`config.mk`:
```
export PLATFORM = sky130hd
export DESIGN_NAME = atri_test_pattern
export DESIGN_NICKNAME = d
export VERILOG_FILES = /design/src/rtl/atri_test_pattern_pkg.sv /design/src/rtl/atri_test_pattern_word.sv /design/src/rtl/atri_test_pattern.sv
export SDC_FILE = /design/constraint.sdc
export NUM_CORES = 1
export LEC_CHECK = 0
export ABC_AREA = 1
export CAP_MARGIN = 30
export CORE_MARGIN = 2
export CORE_UTILIZATION = 51
export CTS_BUF_LIST = sky130_fd_sc_hd__clkbuf_4 sky130_fd_sc_hd__clkbuf_8
export CTS_CLUSTER_SIZE = 12
export DETAILED_ROUTE_END_ITERATION = 8
export PLACE_DENSITY = 0.84
export SLEW_MARGIN = 20
export SYNTH_ARGS = -nofsm -noshare
export SYNTH_HDL_FRONTEND = slang
export SYNTH_SLANG_ARGS = --single-unit
```
`constraint.sdc`:
```
create_clock -name clk_i -period 3.9 [get_ports clk_i]
set_clock_uncertainty 0.2 [all_clocks]
set_input_delay 0.39 -clock clk_i [delete_from_list [all_inputs] [get_ports clk_i]]
set_output_delay 0.39 -clock clk_i [all_outputs]
set_load 0.05 [all_outputs]
```
`src/rtl/atri_test_pattern_pkg.sv`:
```
// Shared encodings for the ATRI test-pattern source/checker: pattern modes,
// FSM states and the PRBS7 helper used when ATRI_TEST_PATTERN_PRBS_EN is defined.
package atri_test_pattern_pkg;

  typedef enum logic [1:0] {
    MODE_COUNTER = 2'd0,
    MODE_WALK    = 2'd1,
    MODE_PRBS    = 2'd2,
    MODE_CONST   = 2'd3
  } mode_e;

  typedef enum logic [1:0] {
    ST_IDLE = 2'd0,
    ST_RUN  = 2'd1,
    ST_STOP = 2'd2
  } state_e;

  // An all-zero PRBS7 state would lock up, so it is replaced on load.
  localparam logic [6:0] PRBS_ZERO_SEED = 7'h7F;

  // x^7 + x^6 + 1: feedback from state bits 6 and 5, shifted in at bit 0.
  function automatic logic [6:0] prbs7_step(input logic [6:0] s);
    return {s[5:0], s[6] ^ s[5]};
  endfunction

endpackage

```
`src/rtl/atri_test_pattern_word.sv`:
```
// Base-word generator: loads from mode/seed on start and steps one word per advance.
// PRBS7 support only exists when ATRI_TEST_PATTERN_PRBS_EN is defined; otherwise mode 2 acts as counter.
module atri_test_pattern_word
  import atri_test_pattern_pkg::*;
#(
  parameter int WIDTH = 16
) (
  input  logic             clk_i,
  input  logic             rst_i,
  input  logic             load_i,
  input  logic             advance_i,
  input  logic [1:0]       mode_i,
  input  logic [WIDTH-1:0] seed_i,
  output logic [WIDTH-1:0] word_o
);

  mode_e            mode_q;
  mode_e            load_mode;
  logic [WIDTH-1:0] word_q;

  always_comb begin
    load_mode = mode_e'(mode_i);
`ifndef ATRI_TEST_PATTERN_PRBS_EN
    if (load_mode == MODE_PRBS) load_mode = MODE_COUNTER;
`endif
  end

  // NOTE: all state in always_ff uses non-blocking assignments so every register
  // samples pre-edge values, independent of statement order.
  always_ff @(posedge clk_i) begin
    if (rst_i) begin
      mode_q <= MODE_COUNTER;
      word_q <= '0;
    end else if (load_i) begin
      mode_q <= load_mode;
      case (load_mode)
        MODE_WALK: word_q <= WIDTH'(1);
`ifdef ATRI_TEST_PATTERN_PRBS_EN
        MODE_PRBS: word_q <= (seed_i[6:0] == 7'd0) ? WIDTH'(PRBS_ZERO_SEED) : WIDTH'(seed_i[6:0]);
`endif
        default:   word_q <= seed_i;
      endcase
    end else if (advance_i) begin
      case (mode_q)
        MODE_COUNTER: word_q <= word_q + WIDTH'(1);
        MODE_WALK:    word_q <= {word_q[WIDTH-2:0], word_q[WIDTH-1]};
`ifdef ATRI_TEST_PATTERN_PRBS_EN
        MODE_PRBS:    word_q <= WIDTH'(prbs7_step(word_q[6:0]));
`endif
        default:      word_q <= word_q;
      endcase
    end
  end

  assign word_o = word_q;

endmodule

```
`src/rtl/atri_test_pattern.sv`:
```
// ATRI test-pattern source and loopback checker with saturating error/word counters.
// Optional PRBS7 mode is enabled by defining ATRI_TEST_PATTERN_PRBS_EN.
module atri_test_pattern
  import atri_test_pattern_pkg::*;
#(
  parameter int NCH       = 4,
  parameter int WIDTH     = 16,
  parameter int CNT_WIDTH = 32
) (
  input  logic                 clk_i,
  input  logic                 rst_i,
  input  logic                 enable_i,
  input  logic [1:0]           mode_i,
  input  logic [WIDTH-1:0]     seed_i,
  input  logic                 clear_i,
  output logic [NCH*WIDTH-1:0] tx_dat_o,
  output logic                 tx_valid_o,
  input  logic                 tx_ready_i,
  input  logic [NCH*WIDTH-1:0] rx_dat_i,
  input  logic                 rx_valid_i,
  output logic [CNT_WIDTH-1:0] err_cnt_o,
  output logic [NCH-1:0]       err_flag_o,
  output logic [CNT_WIDTH-1:0] words_o,
  output logic                 busy_o
);

  localparam int NW = $clog2(NCH + 1);

  state_e               state;
  logic                 tx_valid;
  logic [CNT_WIDTH-1:0] err_cnt;
  logic [CNT_WIDTH-1:0] words;
  logic [NCH-1:0]       err_flag;
  logic [WIDTH-1:0]     tx_base;
  logic [WIDTH-1:0]     exp_base;
  logic [NCH-1:0]       mismatch;
  logic [NW-1:0]        n_mis;
  logic [CNT_WIDTH:0]   err_sum;
  logic                 start;
  logic                 tx_fire;
  logic                 rx_check;

  function automatic logic [WIDTH-1:0] rotl(input logic [WIDTH-1:0] w, input int k);
    logic [2*WIDTH-1:0] t;
    t = {w, w} << k;
    return t[2*WIDTH-1:WIDTH];
  endfunction

  assign start    = (state == ST_IDLE) && enable_i;
  assign tx_fire  = tx_valid && tx_ready_i;
  assign rx_check = rx_valid_i && (state != ST_IDLE);

  atri_test_pattern_word #(.WIDTH(WIDTH)) u_tx_word (
    .clk_i     (clk_i),
    .rst_i     (rst_i),
    .load_i    (start),
    .advance_i (tx_fire),
    .mode_i    (mode_i),
    .seed_i    (seed_i),
    .word_o    (tx_base)
  );

  atri_test_pattern_word #(.WIDTH(WIDTH)) u_exp_word (
    .clk_i     (clk_i),
    .rst_i     (rst_i),
    .load_i    (start),
    .advance_i (rx_check),
    .mode_i    (mode_i),
    .seed_i    (seed_i),
    .word_o    (exp_base)
  );

  for (genvar k = 0; k < NCH; k++) begin : g_ch
    assign tx_dat_o[k*WIDTH +: WIDTH] = rotl(tx_base, k);
    assign mismatch[k] = rx_dat_i[k*WIDTH +: WIDTH] != rotl(exp_base, k);
  end

  // NOTE: every variable assigned in always_comb gets a default first, so no
  // path leaves it unassigned and no latch is inferred.
  always_comb begin
    n_mis = '0;
    for (int k = 0; k < NCH; k++) n_mis = n_mis + NW'(mismatch[k]);
    err_sum = {1'b0, err_cnt} + (CNT_WIDTH+1)'(n_mis);
  end

  always_ff @(posedge clk_i) begin
    if (rst_i) begin
      state    <= ST_IDLE;
      tx_valid <= 1'b0;
      err_cnt  <= '0;
      words    <= '0;
      err_flag <= '0;
    end else begin
      case (state)
        ST_IDLE: if (enable_i) state <= ST_RUN;
        ST_RUN: begin
          tx_valid <= 1'b1;
          if (!enable_i) state <= ST_STOP;
        end
        ST_STOP: begin
          // Drain: leave only once no word is left waiting for the sink.
          if (!tx_valid || tx_ready_i) begin
            tx_valid <= 1'b0;
            state    <= ST_IDLE;
          end
        end
        default: state <= ST_IDLE;
      endcase

      if (clear_i) begin
        err_cnt  <= '0;
        words    <= '0;
        err_flag <= '0;
      end else if (rx_check) begin
        err_cnt  <= err_sum[CNT_WIDTH] ? '1 : err_sum[CNT_WIDTH-1:0];
        words    <= (&words) ? words : words + CNT_WIDTH'(1);
        err_flag <= err_flag | mismatch;
      end
    end
  end

  assign tx_valid_o = tx_valid;
  assign err_cnt_o  = err_cnt;
  assign words_o    = words;
  assign err_flag_o = err_flag;
  assign busy_o     = (state != ST_IDLE);

endmodule
```
* Yosys cells after proc, flatten, opt, wreduce, memory -nomap -nowiden
Index checks and enable logic that the tools add are counted.
** Word-level totals
- Register bits :: 105
- Input bits :: 88
- Output and inout bits :: 134
- Logic and storage cells :: 63
** Operators by class
- Add/subtract/negate cells :: 7
- Eq/ne operators :: 12
- Muxes and demuxes :: 15
- Bitwise logic cells :: 2
- Reduce and logical (&&, ||, !) cells :: 19
** Operator list (number)
- $mux 16 :: 5
- $ne 16x16->1 :: 4
- $pmux 16 s2 :: 2
- $add 32x3->33 :: 1
- $add 16x1->16 const B :: 2
- $add 32x1->32 const B :: 1
- $mux 32 :: 1
- $reduce_and 32->1 :: 1
- $mux 2 :: 4
- $reduce_and 2->1 :: 4
- $reduce_bool 2->1 :: 4
- $eq 2x1->1 const B :: 3
- $ne 2x2->1 const B :: 3
- $pmux 2 s3 :: 1
- $eq 2x2->1 const B :: 2
- $logic_not 2->1 :: 2
- $or 4x4->4 :: 1
- $add 2x1->3 :: 1
- $add 3x1->3 :: 1
- $logic_and 1x1->1 :: 3
- $reduce_and 3->1 :: 1
- $reduce_bool 3->1 :: 1
- $add 1x1->2 :: 1
- $pmux 1 s2 :: 1
- 5 further kinds :: 5

* Longest topological paths before layout
Gate-level depths: netlist of the first run.
- Depth in word-level cells :: 6
- Depth in mapped cells :: 20
- Depth with buffers taken out :: 19

* Hierarchy
A second synthesis of the first run with hierarchy kept.
** Second synthesis, totals
- Cells, all modules :: 1320
- Area, all modules :: 8212.9 µm²
** Modules (own cells, without submodules)
- atri_test_pattern :: instances 1, cells an instance 836, area an instance 5425.2 µm², sequential area each 1421.4 µm²
- atri_test_pattern_word :: instances 2, cells an instance 242, area an instance 1393.8 µm², sequential area each 360.3 µm²

* Worst setup path after synthesis of the first run
No wires, ideal clock.
- Path kind :: register to register
- Start point :: register u_exp_word.word_q[11], in the netlist u_exp_word.word_o[11]
- End point :: register err_cnt[2], in the netlist err_cnt_o[2]
- Setup time :: 0.065 ns
- Data arrival time :: 3.116 ns
- Data required time :: 3.635 ns
- Setup slack :: 0.519 ns
- Cell stages (with the launch flop) :: 20
- Buffers on the path :: 2
- Period minus slack after synthesis :: 3.381 ns
- Cell sequence :: dfxtp_1 -> clkbuf_1 -> xnor2_1 -> nand4_1 -> nor2_1 -> nand2_1 -> fa_1 -> inv_1 -> fa_1 -> inv_1 -> fa_1 -> nand2_1 -> nor2_1 -> nand3_1 -> nor3_4 -> nand4_1 -> buf_2 -> inv_2 -> nor2_1 -> nor2_1
** Between the ends
- Word-level cells in the longest chain between the ends :: 6
- Elaborated cells on any way between the ends :: 9
- Those cells by class :: add/sub (4); eq/ne (4); mux (1)
** RTL lines
- from (decl) :: line atri_test_pattern_word.sv:19 : logic [WIDTH-1:0] word_q;
- from (signal assigned) :: line atri_test_pattern_word.sv:41 : default: word_q <= seed_i;
- from (signal assigned) :: line atri_test_pattern_word.sv:45 : MODE_COUNTER: word_q <= word_q + WIDTH'(1);
- from (signal assigned) :: line atri_test_pattern_word.sv:46 : MODE_WALK: word_q <= {word_q[WIDTH-2:0], word_q[WIDTH-1]};
- $ne 16x16->1 :: line atri_test_pattern.sv:75 : assign mismatch[k] = rx_dat_i[k*WIDTH +: WIDTH] != rotl(exp_base, k);
- $add 1x1->2 :: line atri_test_pattern.sv:82 : for (int k = 0; k < NCH; k++) n_mis = n_mis + NW'(mismatch[k]);
- $add 2x1->3 :: line atri_test_pattern.sv:82
- $add 3x1->3 * :: line atri_test_pattern.sv:82
- $add 32x3->33 * :: line atri_test_pattern.sv:83 : err_sum = {1'b0, err_cnt} + (CNT_WIDTH+1)'(n_mis);
- $mux 32 * :: line atri_test_pattern.sv:115 : err_cnt <= err_sum[CNT_WIDTH] ? '1 : err_sum[CNT_WIDTH-1:0];
- to (signal assigned) :: line atri_test_pattern.sv:115
- to (decl) :: line atri_test_pattern.sv:31 : logic [CNT_WIDTH-1:0] err_cnt;
Every way passes the cells marked *; elsewhere a longest branch is shown, timed or not.
A chain may end at the register's enable or synchronous reset.

* Worst setup path after layout of the first run
- Start point :: input port rx_dat_i[42]
- End point :: register err_cnt[23], in the netlist err_cnt_o[23]
** Between the ends
- Word-level cells in the longest chain between the ends :: 5
** RTL lines
- from (decl) :: line atri_test_pattern.sv:19 : input logic [NCH*WIDTH-1:0] rx_dat_i,
- $ne 16x16->1 :: line atri_test_pattern.sv:75
- $add 2x1->3 :: line atri_test_pattern.sv:82
- $add 3x1->3 :: line atri_test_pattern.sv:82
- $add 32x3->33 :: line atri_test_pattern.sv:83
- $mux 32 :: line atri_test_pattern.sv:115
No other way between the ends.

==> results.toml, run 1 <==
[outcome]
status = "finished clean"

[clock_tree]
root_buffer = "clkbuf_8"
ctsHoldBuffers = 0
htree_levels = 3
cts_buffers = 9
cts.path.max_buffers = 2
cts_tree = "built"
clk_pin_slew_ps = 100
clk_latency_ps = 400
cts_sinks = 105

[yosys]
syn-mean-instance-area_um2 = 6.20
synthCells = 1305
syn_area_um2 = 8090
yosysSeqAreaShare_pct = 26.0
synth_nets = 1400
ys_types = 40
ys_seq_elements = 105
ys_warn_count = 0

[worst_setup_path]
crit_type = "primary input to register"
cp_data_required_time_ps = 4030
endpoint_kind = "register"
crit_start = "rx_dat_i[42]"
cp_max_fo = 8
critical_path.max_stage_delay_ps = 520
r2r-start = "u_exp_word.word_o[1]"
arrival_ps = 3790
critPathLaunchType = "primary input"
cp_cell_sequence = "clkdlybuf4s50_1, xnor2_1, nand4_1, nor2_1, nand2_1, fa_1, inv_1, fa_1, inv_1, fa_1, inv_1, nor2_2, nand2_1, nor2_1, nand3b_2, nand3_1, nand2_1, a21oi_1"
crit_path_top_delay_cell = "clkdlybuf4s50_1"
crit_family = "simple AND/OR/NAND/NOR gates"
crit_buf_inv = 4

[layout]
fin_nets = 1564
layout_commonest_cell = "nand2_1"
syn2layout_area_growth_pct = 28.5
fin_cells = 1689
final-seq-area_um2 = 2110
filler_cell_count = 1443
antenna_cells = 0
final_layout_size_suffix_gt1_share_pct = 5.77
final_cell_mix = "nand2_1, clkdlybuf4s50_1, nor2_1, inv_1, dfxtp_1"
multiInputGateArea_um2 = 4900

[placed_design]
dp_cells = 1674
post-dp-hpwl_um = 18400
gp_congestion = 0.923
io_buffer_count = 221

[grt]
grt_max_degree = 46
antenna_found_initial = 0
grt_overflow = 0
grt_use_total_pct = 28.1
grt_pass1_vias = 7869
grt_pass1_wl_um = 38200

[drt]
dr.pass1.iters = 5
vias_per_cell = 5.25
wl_per_cell_um = 14.3
ant_nets = 0
via_count = 8860
drt_iter0_drc = 770
drc = 0
wirelength_um = 24200

[sta]
rsz0062_at_grt = "no"
fin_hold_ws_ps = 254
tightest_slew_ps = 902
slew_viol_final = 0
setup_tns_ps = 0
relSlewSlack_pct = 39.8
post-route-period-util_pct = 93.6
fmax_ghz = 0.274
hold_violations = 0
period_needed_ps = 3650
setup_viol = 0

[floorplanning]
row_count = 46
start_util_pct = 51.5
core_area_um2 = 15700
io_pins = 222
die_h_um = 130
dieArea_um2 = 16900
die-width_um = 130

[power_and_ir_drop]
leakagePower_nw = 3.76
power_density_nw_per_um2 = 274
vdd_drop_max_mv = 0.250

[hold_path]
holdCritStartpoint = "err_flag_o[0]"
min_path_type = "register to register"

[flow_run]
drv_cap = 0
## final cells by class
class,instances,area share (%)
repair buffers,254,23.7
clock inverters,5,0.542
flip-flops and latches,105,20.3
well taps,216,2.60
multi-input cells,975,47.1
inverters,124,4.48
clock buffers,10,1.32
## metrics by stage
stage / setup slack [ps] / cell area (um2) / utilization, % / power (mW)
after floorplan: 519 / 8090 / - / 1.88
after global placement: -85.3 / 10200 / 64.9 / 2.13
after detailed placement: -173 / 10200 / 64.9 / 2.14
after CTS: 202 / 10400 / 66.1 / 2.84
after global routing: 12.9 / 10400 / 66.2 / 2.95
final: 248 / 10400 / 66.2 / 2.85
## per-layer routing
| metal | wire length (um) | track usage [%] | up-vias |
|---|---|---|---|
| li1 | - | - | 4427 |
| met1 | 10900 | 38.9 | 4028 |
| met2 | 11100 | 45.8 | 371 |
| met3 | 1750 | 4.14 | 34 |
| met4 | 407 | 8.10 | 0 |
| met5 | 0 | 0 | - |
## what timing repair did
action                                 4_1_cts  5_1_grt
endpoints found under the hold margin        0        0
buffers inserted                             0        0
setup endpoints to repair                    0        9
gates resized for setup                      0        6
## cell usage after synthesis, drive strengths merged
cell type  number  area, um2
a211oi          1       7.51
a21boi          1       7.51
a21oi          80        404
a31oi          13       81.3
and3            1       6.26
buf            76        531
clkbuf         25       93.8
clkinv          3       11.3
dfxtp         105       2100
fa              3       60.1
ha              4       50.1
inv           121        454
nand2         357       1360
nand3          63        320
nand3b         12       93.8
nand4          31        194
nor2          190        753
nor3           25        153
o211ai          5       37.5
o21ai          71        367
o21bai         13       97.6
o31ai           1       7.51
or2             6       37.5
xnor2          67        587
xor2           31        272
## state kept, by name (all words and copies together), names as in the netlist
name and cells:
u_exp_word.mode_q 2, tx_valid_o 1, u_tx_word.word_o 16, words_o 32, state 2, u_exp_word.word_o 16, err_flag_o 4, err_cnt_o 32
## power by group
part	switching [mW]	total (mW)	internal (mW)
Clock	0.407	0.718	0.310
Combinational	0.565	0.928	0.363
Sequential	0.0848	1.20	1.11
## worst paths after layout
path	slack, ps	to	depth (start not counted)
min	250	err_flag_o[0]	2
min reg2reg	250	err_flag_o[0]	2
max	250	err_cnt_o[23]	18
max reg2reg	270	err_cnt_o[23]	17
## worst reg2reg max path: stages (launching register included)
cell      delay [ps]
dfxtp_1          460
xnor2_1          150
nand4_1          130
nor2_1           120
nand2_1          110
fa_1             510
inv_1             60
fa_1             390
inv_1            120
fa_1             270
inv_1             80
nor2_2           190
nand2_1           90
nor2_1           180
nand3b_2         200
nand3_1          140
nand2_1           60
a21oi_1          120
## cells by family after synthesis
| logic type | after synthesis | synth area share [%] |
|---|---|---|
| AO/OA/AOI/OAI | 185 | 12.5 |
| XOR/XNOR | 98 | 10.6 |
| adder cells (fa/ha/maj) | 7 | 1.36 |
| buffers and inverters | 225 | 13.5 |
| flip-flops | 105 | 26.0 |
| AND/OR/NAND/NOR | 685 | 36.1 |
Note: power is estimated with default switching activity, not from simulation.
==> run 2: changes to the inputs <==
- CTS_CLUSTER_SIZE: 12 -> 40
==> results of run 2 <==
The final DEF is identical to that of run 1; final timing and power are the same.
==> RTL change 1 (settings of run 2) <==
Make the reset (`rst_i`) asynchronous in 2 clocked blocks.
--- a/src/rtl/atri_test_pattern_word.sv
+++ b/src/rtl/atri_test_pattern_word.sv
@@ -28,5 +28,5 @@
   // NOTE: all state in always_ff uses non-blocking assignments so every register
   // samples pre-edge values, independent of statement order.
-  always_ff @(posedge clk_i) begin
+  always_ff @(posedge clk_i or posedge rst_i) begin
     if (rst_i) begin
       mode_q <= MODE_COUNTER;
--- a/src/rtl/atri_test_pattern.sv
+++ b/src/rtl/atri_test_pattern.sv
@@ -84,5 +84,5 @@
   end
 
-  always_ff @(posedge clk_i) begin
+  always_ff @(posedge clk_i or posedge rst_i) begin
     if (rst_i) begin
       state    <= ST_IDLE;
Check against the original RTL: not equivalent (a bounded check fails within 4 cycles, from zero or initial values and one cycle with rst_i high; the reset may be asserted at any time).
==> RTL change 1 against run 2 <==
- maximum frequency up 0.33%
- wire length up 5.9%
- area after synthesis is 6.5% higher
- sequential cell count stayed put
- via count is 4.6% higher
- cell area is 4.5% higher
- setup slack improved by 0.012 ns
Power is not compared: it rests on default switching activity, and its combinational part moved more than twofold at a synthesized area within 25%.
==> RTL change 1: results <==
{
  "drive_gt1_frac": 0.04832,
  "met2_usage": 0.4538,
  "wire_per_inst_um": 14.97,
  "synthAdderAreaFrac": 0.01278,
  "tightestPinTransition_ns": 0.6948,
  "outcome": "completed",
  "p_leak_nw": 4.683,
  "use_met1": 0.3807,
  "dr.pass1.iters": 6,
  "hold_path.class": "in2async",
  "synth.area.top_cells": "dfrtp_1, nand2_1, xnor2_1",
  "place_ws_ns": 0.01828,
  "cp_top_family": "adder cells",
  "ys_seq_area_frac": 0.3050,
  "grt_max_degree": 61,
  "synth-xor-area-share": 0.09252,
  "grt_usage": 0.2841,
  "dpl_cell_area_mm2": 0.01067,
  "synth_compound_area_frac": 0.08482,
  "crit_end": "err_cnt_o[14]$_DFFE_PP0P_",
  "drtIter0Drc": 870,
  "grt_first_pass_wirelength_um": 41370,
  "syn_avg_cell_area_um2": 6.511,
  "cp.arrival_ns": 3.71,
  "met2RoutedLength_um": 11800,
  "final_cells": 1710,
  "cts.path.max_buffers": 2,
  "synthesis.nets": 1418,
  "fillers": 1398,
  "netlist_top_cells_count": "nand2_1, nor2_1, inv_1, nand3_1, dfrtp_1",
  "crit_slowest_cell": "dfrtp_1",
  "synth.distinct_cells": 37,
  "startpoint": "u_exp_word.word_o[15]$_DFFE_PP0P_",
  "cp_max_fo": 19,
  "route.met3.wl_um": 2190,
  "rr_worst_depth": 15,
  "viasPerCell": 5.418,
  "dp_hpwl_um": 19390,
  "grt_pass1_vias": 8620,
  "routedLengthMet1_um": 10780,
  "timing.hold.ws_ns": 0.2163,
  "fin_ws_ns": 0.2599,
  "gp_congestion": 0.9410,
  "finalNetCount": 1580
}
[RTL change 1: cell types whose count changed after synthesis, sizes merged, moves of 6 or more]
cell	run 2	this run
nand3	63	110
clkbuf	25	10
o21ai	71	82
o211ai	5	13
xor2	31	13
xnor2	67	78
nand2	357	434
a21oi	80	16
dfrtp	0	105
nor3	25	4
a31oi	13	7
buf	76	87
inv	121	112
dfxtp	105	0
[RTL change 1: report_power, final]
| part | switching, mW | internal (mW) |
|---|---|---|
| Combinational | 2.82 | 1.50 |
| Sequential | 0.445 | 1.31 |
| Clock | 0.408 | 0.296 |
| Total | 3.67 | 3.10 |
[RTL change 1: layout make-up]
cell class | count | area, um2 | area share
multi-input combinational | 1006 | 4902 | 0.4513
sequential | 105 | 2629 | 0.2420
timing repair buffer | 248 | 2427 | 0.2235
inverter | 115 | 434.2 | 0.03997
tap | 220 | 275.3 | 0.02534
clock buffer | 9 | 123.9 | 0.01140
clock inverter | 7 | 71.32 | 0.006565
==> RTL change 2 (flow settings as in run 2) <==
Without the edit above. The parameter `CNT_WIDTH` goes from 32 to 16.
--- a/src/rtl/atri_test_pattern.sv
+++ b/src/rtl/atri_test_pattern.sv
@@ -6,5 +6,5 @@
   parameter int NCH       = 4,
   parameter int WIDTH     = 16,
-  parameter int CNT_WIDTH = 32
+  parameter int CNT_WIDTH = 16
 ) (
   input  logic                 clk_i,
Interface: changed (resized err_cnt_o and words_o); port bits go from 222 to 190. The function was not compared with the original's and may differ.
==> RTL change 2 against run 2 <==
- setup slack improved by 0.016 ns
- critical path depth rose by 1
- area after synthesis fell by 21%
- sequential cell count fell by 32
- clock power fell by 24%
- count of clock-buffer cells in the layout rose by 1
- total power fell by 17%
- cell area fell by 20%
- cell count fell by 15%
- wire length fell by 22%
- highest routed layer unchanged
==> RTL change 2: results <==
{
  "ys_seq_area_frac": 0.2277,
  "synth_compound_area_frac": 0.1410,
  "pwr-share-clk": 0.231,
  "synth-xor-area-share": 0.03548,
  "outcome": "completed",
  "p_seq_uw": 846,
  "grt_max_degree": 53,
  "synthesis.nets": 1222,
  "r2r_setup_slack_ns": 0.30,
  "crit_slowest_cell": "fa_1",
  "p_sw_frac": 0.4152,
  "dpl_cell_area_mm2": 0.008115,
  "drive_gt1_frac": 0.06319,
  "synthAdderAreaFrac": 0.01716,
  "r2r_start": "u_exp_word.word_o[4]$_SDFFE_PP0P_",
  "clk_latency_ns": 0.37,
  "startpoint": "rx_dat_i[34]",
  "gp_congestion": 0.9150,
  "synth.area.top_cells": "dfxtp_1, nand2_1, inv_1",
  "cp.arrival_ns": 3.73,
  "crit_end": "err_cnt_o[7]$_SDFFE_PP0P_",
  "dp_hpwl_um": 13980,
  "tightestPinTransition_ns": 0.9254,
  "grt_pass1_vias": 6234,
  "viasPerCell": 5.040,
  "rr_worst_depth": 18,
  "cp_max_fo": 6,
  "drtIter0Drc": 545,
  "place_ws_ns": -0.07247,
  "clock.fmax_ghz": 0.2750,
  "netlist_top_cells_count": "nand2_1, inv_1, nor2_1, o21ai_0, dfxtp_1"
}
RTL change 2: worst min path at each step:
stage | to | slack [ns] | cells after the start
finish | err_flag_o[3]$_SDFFE_PP0P_ | 0.26 | 2
floorplan | u_exp_word.mode_q[1]$_SDFFE_PP0P_ | 0.25 | 2
global placement | err_flag_o[2]$_SDFFE_PP0P_ | 0.24 | 2
CTS | err_flag_o[3]$_SDFFE_PP0P_ | 0.26 | 2
detailed placement | err_flag_o[3]$_SDFFE_PP0P_ | 0.25 | 2
global route | err_flag_o[2]$_SDFFE_PP0P_ | 0.28 | 2
RTL change 2: cells by family after synthesis:
| family | count (synthesis) |
|---|---|
| buf+inv | 246 |
| xor+xnor | 26 |
| compound gates | 162 |
| flops | 73 |
| fa+ha+maj | 7 |
| mux | 1 |
| simple gates | 612 |
RTL change 2: worst reg2reg max path: cells and delay by family (launching register included):
kind            cells  cell delay (ns)
compound gates      1             0.20
fa+ha+maj           3             1.11
buf+inv             3             0.33
flops               1             0.34
simple gates       11             1.36
RTL change 2: routing by layer:
layer	vias to the layer above	share of wire	wire (um)	global-route usage
met5	-	0	0	0
met4	0	0.018	342	0.08413
met3	24	0.080	1520	0.04203
met2	289	0.44	8245	0.4343
met1	3203	0.47	8818	0.3876
li1	3711	-	-	-
RTL change 2: area by class of cell:
type	instances	area (um2)
tap	168	210.2
inverter	155	584.3
timing repair buffer	213	2072
clock inverter	5	32.53
fill	1114	3855
sequential	73	1461
multi-input combinational	809	3807
clock buffer	11	138.9
RTL change 2: timing repair:
action,CTS,global route
setup buffers,0,0
resized for setup,0,3
endpoints found under the setup margin,0,5
